**config.mk**
```make
export PLATFORM = sky130hd
export DESIGN_NAME = gf_pow
export DESIGN_NICKNAME = d
export VERILOG_FILES = /design/src/rtl/gf_pow.sv
export SDC_FILE = /design/constraint.sdc
export NUM_CORES = 1
export LEC_CHECK = 0
export ABC_AREA = 0
export CAP_MARGIN = 25
export CORE_AREA = 2 2 80 97
export CTS_CLUSTER_DIAMETER = 50
export DETAILED_ROUTE_END_ITERATION = 8
export DIE_AREA = 0 0 82 99
export PLACE_DENSITY = 0.75
export SYNTH_ARGS = -nofsm -noshare
export SYNTH_HDL_FRONTEND = slang
export SYNTH_SLANG_ARGS = --single-unit
```
**constraint.sdc**
```tcl
create_clock -name clk_i -period 7.6 [get_ports clk_i]
set_input_delay 1.14 -clock clk_i [delete_from_list [all_inputs] [get_ports clk_i]]
set_output_delay 1.14 -clock clk_i [all_outputs]
set_load 0.02 [all_outputs]
```
**src/rtl/gf_pow.sv**
```systemverilog
// GF(2^WIDTH) exponentiation, base^exp, by left-to-right square-and-multiply with one exponent bit per clock.
// Optional macro GF_POW_INV_EN adds inv_i, which forces exponent 2^WIDTH-2 so the result is the multiplicative inverse.
module gf_pow #(
  parameter int                 WIDTH = 8,
  parameter logic [WIDTH-1:0]   POLY  = 8'h1B,
  parameter int                 EXP_W = 8
) (
  input  logic              clk_i,
  input  logic              rst_ni,
  input  logic              valid_i,
  output logic              ready_o,
  input  logic [WIDTH-1:0]  base_i,
  input  logic [EXP_W-1:0]  exp_i,
`ifdef GF_POW_INV_EN
  input  logic              inv_i,
`endif
  output logic              valid_o,
  input  logic              ready_i,
  output logic [WIDTH-1:0]  result_o,
  output logic              busy_o
);

  localparam int CNT_W = (EXP_W > 1) ? $clog2(EXP_W) : 1;
`ifdef GF_POW_INV_EN
  localparam logic [EXP_W-1:0] INV_EXP = EXP_W'((2 ** WIDTH) - 2);
`endif

  typedef enum logic [1:0] {IDLE, RUN, DONE} state_e;

  state_e            state_q, state_d;
  logic [WIDTH-1:0]  acc_q, acc_d;
  logic [WIDTH-1:0]  base_q, base_d;
  logic [EXP_W-1:0]  exp_q, exp_d;
  logic [CNT_W-1:0]  cnt_q, cnt_d;
  logic [WIDTH-1:0]  res_q, res_d;
  logic [WIDTH-1:0]  sq, sq_mul;

  // Multiply by x, folding the carried-out x^WIDTH term back in via POLY.
  function automatic logic [WIDTH-1:0] xtime(input logic [WIDTH-1:0] a);
    xtime = {a[WIDTH-2:0], 1'b0} ^ (a[WIDTH-1] ? POLY : '0);
  endfunction

  function automatic logic [WIDTH-1:0] gf_mul(input logic [WIDTH-1:0] a,
                                              input logic [WIDTH-1:0] b);
    logic [WIDTH-1:0] p;
    logic [WIDTH-1:0] t;
    p = '0;
    t = a;
    for (int i = 0; i < WIDTH; i++) begin
      if (b[i]) p = p ^ t;
      t = xtime(t);
    end
    gf_mul = p;
  endfunction

  assign sq     = gf_mul(acc_q, acc_q);
  assign sq_mul = gf_mul(sq, base_q);

  always_comb begin
    state_d = state_q;
    acc_d   = acc_q;
    base_d  = base_q;
    exp_d   = exp_q;
    cnt_d   = cnt_q;
    res_d   = res_q;
    case (state_q)
      IDLE: begin
        if (valid_i) begin
          base_d  = base_i;
          exp_d   = exp_i;
`ifdef GF_POW_INV_EN
          if (inv_i) exp_d = INV_EXP;
`endif
          acc_d   = WIDTH'(1);
          cnt_d   = CNT_W'(EXP_W - 1);
          state_d = RUN;
        end
      end
      RUN: begin
        // Every exponent bit is walked, leading zeros included, so timing is data independent.
        acc_d = exp_q[cnt_q] ? sq_mul : sq;
        if (cnt_q == '0) begin
          res_d   = acc_d;
          state_d = DONE;
        end else begin
          cnt_d = cnt_q - CNT_W'(1);
        end
      end
      DONE: begin
        if (ready_i) state_d = IDLE;
      end
      default: state_d = IDLE;
    endcase
  end

  always_ff @(posedge clk_i or negedge rst_ni) begin
    if (!rst_ni) begin
      state_q <= IDLE;
      acc_q   <= '0;
      base_q  <= '0;
      exp_q   <= '0;
      cnt_q   <= '0;
      res_q   <= '0;
    end else begin
      state_q <= state_d;
      acc_q   <= acc_d;
      base_q  <= base_d;
      exp_q   <= exp_d;
      cnt_q   <= cnt_d;
      res_q   <= res_d;
    end
  end

  // result_o comes from its own register so it keeps the last answer through IDLE and RUN.
  assign result_o = res_q;
  assign ready_o  = (state_q == IDLE);
  assign valid_o  = (state_q == DONE);
  assign busy_o   = (state_q == RUN) || (state_q == DONE);

endmodule

```
==> impl_metrics.py <==
metrics = {
    "outcome": {
        "status": "finished, final reports clean",
    },
    "floorplan": {
        "start_util": 0.542,
        "die_width_um": 82,
        "rows": 34,
        "design.die.area_sq_um": 8120,
        "dieHeight_um": 99,
        "fp.coreArea_sq_um": 7150,
        "io_pins": 31,
    },
    "sta": {
        "slew_headroom": 0.451,
        "finalMaxSlewViolations": 0,
        "final.setup_skew_ns": 0.0103,
        "tightestPinTransition_ns": 0.824,
        "hold_violations": 0,
        "grt_setup_unrepaired": "false",
        "setup_tns_ns": 0,
        "layout_setup_ws_ns": 3.21,
        "fin_crit_sh": 0.577,
        "period_needed_ns": 4.39,
        "setup_violations": 0,
        "fmax_mhz": 228,
    },
    "clock_network": {
        "clock_latency_ns": 0.28,
        "postCtsSetupRepairBufs": 0,
        "cts_buffers": 5,
        "cts_sinks": 37,
        "cts_tree": "yes",
        "clkSlewWorstSetupHoldPaths_ns": 0.08,
        "h-tree-depth": 2,
        "clockBufferDepth": 2,
        "cts-root-buf": "clkbuf_8",
        "cts-resized-gates": 0,
        "ctsHoldBuffers": 0,
    },
    "critical_path": {
        "cp.buffers_inverters": 0,
        "crit_family": "XOR/XNOR gates",
        "cp-start-kind": "flop",
        "path_cells": "ha_1 > xor3_1 > nand2_1 > xor3_1 > xnor2_1 > mux2i_1 > xnor2_1 > xnor3_1 > xnor2_1 > o221ai_1",
        "crit_type": "flop to flop",
        "slowest_stage": "dfrtp_1",
        "crit_path_frequent_cell": "xnor2_1",
        "endpoint_kind": "flop",
        "slowest_delay_ns": 0.76,
        "path_max_fanout": 16,
        "worstPathArrival_ns": 4.53,
        "required_ns": 7.75,
    },
    "route": {
        "vias_per_cell": 5.91,
        "vias": 3086,
        "wl_per_cell_um": 17.9,
        "first_pass_iters": 6,
        "ant_nets": 0,
        "drc": 0,
        "routed_wl_um": 9330,
        "first_iter_violations": 282,
    },
    "global_route": {
        "groute.usage.overall": 0.238,
        "grt_max_degree": 38,
        "grt-ovfl-total": 0,
        "antenna_found_initial": 0,
        "grt_pass1_vias": 2875,
        "grt_pass1_wl_um": 14700,
    },
    "placement": {
        "place_ws_ns": 3.34,
        "port_buffers": 30,
        "hpwl_um": 6900,
        "gp_congestion": 1.00,
        "dp_cells": 514,
    },
    "synth": {
        "yosysWarnings": 0,
        "synth_top_cells_by_area": "dfrtp_1, xnor2_1, xnor3_1",
        "synth_most_common_cell": "nand2_1",
        "synth_async_sr_flop_share": 1.00,
        "netlist_area_sq_um": 3880,
        "yosys-top-cells-count": "nand2_1, xnor2_1, dfrtp_1",
        "syn_nets": 444,
        "synth-edff-count": 0,
        "ys.flop_type": "dfrtp_1",
        "synthCells": 418,
        "syn_avg_cell_area_sq_um": 9.27,
        "synth_top_cell_by_area": "dfrtp_1",
        "synth_top_area_share": 0.239,
        "ys_ff_latch": 37,
        "ys_types": 54,
        "ys_seq_area_frac": 0.239,
    },
    "layout": {
        "fillers": 635,
        "final_core_util": 0.600,
        "nets": 457,
        "finalNonFillerCells": 522,
        "syn_to_final_growth_pct": 10.7,
        "drive_above_1_share": 0.109,
        "multi_input_area_sq_um": 2780,
        "seqCellArea_sq_um": 926,
        "num_antenna_cells": 0,
    },
    "flow_run": {
        "max_cap_viol_count": 0,
    },
    "worst_hold_path": {
        "hold_class": "flop to flop",
    },
}
state kept, by name, summed over array words and instances (netlist names):
name,flops
cnt_q,3
base_q,8
state_q,2
exp_q,8
acc_q,8
result_o,8
area by class of cell:
type | instances | area share
multi-input combinational | 341 | 0.648
sequential | 37 | 0.216
timing repair buffer | 31 | 0.0706
tap | 90 | 0.0262
clock buffer | 6 | 0.0169
inverter | 15 | 0.0131
clock inverter | 2 | 0.00904
worst register-to-register path, cell delays in order, from the launching register on:
cell      delay, ns
dfrtp_1        0.76
ha_1           0.44
xor3_1         0.44
nand2_1        0.15
xor3_1         0.68
xnor2_1        0.53
mux2i_1        0.36
xnor2_1        0.17
xnor3_1        0.24
xnor2_1        0.29
o221ai_1       0.18
per-stage QoR:
step | hold slack, ns | instance area [sq um]
after floorplan | 0.474 | 3880
after global placement | 0.462 | 4180
after detailed placement | 0.474 | 4180
after CTS | 0.491 | 4290
after global routing | 0.530 | 4290
final | 0.485 | 4290
metal layers:
layer	part of all wire	up-vias	global-route usage	wire length (um)
li1	-	1470	-	-
met1	0.43	1491	0.325	4000
met2	0.51	105	0.400	4750
met3	0.041	20	0.0247	378
met4	0.022	0	0.0641	201
met5	0	-	0	0
path summary, 6_finish.rpt:
check | start | end | slack (ns) | depth (start not counted)
max | acc_q[7] | acc_q[3] | 3.21 | 10
min | result_o[6] | result_o[6] | 0.49 | 2
max reg2reg | acc_q[7] | acc_q[3] | 3.21 | 10
min reg2reg | result_o[6] | result_o[6] | 0.49 | 2
max in group asynchronous | rst_ni | exp_q[4] | 6.13 | 1
min in group asynchronous | rst_ni | base_q[3] | 0.94 | 1
logic make-up (layout without fill, tap and decap cells):
family                   after synthesis  after routing  share of synthesized area
XOR/XNOR                             100            100                      0.308
buffers and inverters                 40             54                     0.0433
flip-flops                            37             37                      0.239
adder cells (fa/ha/maj)                6              6                     0.0194
multiplexers                          39             39                      0.115
AND/OR/NAND/NOR                      124            124                      0.146
AO/OA/AOI/OAI                         72             72                      0.130
layout by cell type, fill, tap and decap left out, types with 15 or more instances in the layout:
master / instances
nand2_1: 63
xnor2_1: 53
nor2_1: 18
mux2i_1: 17
a21oi_1: 18
clkdlybuf4s50_1: 29
dfrtp_1: 37
inv_1: 15
xor2_1: 22
mux2_2: 19
Power is left out: the tool's default activity adds up to more than one toggle a clock period on the data nets, which glitch-free logic cannot reach.
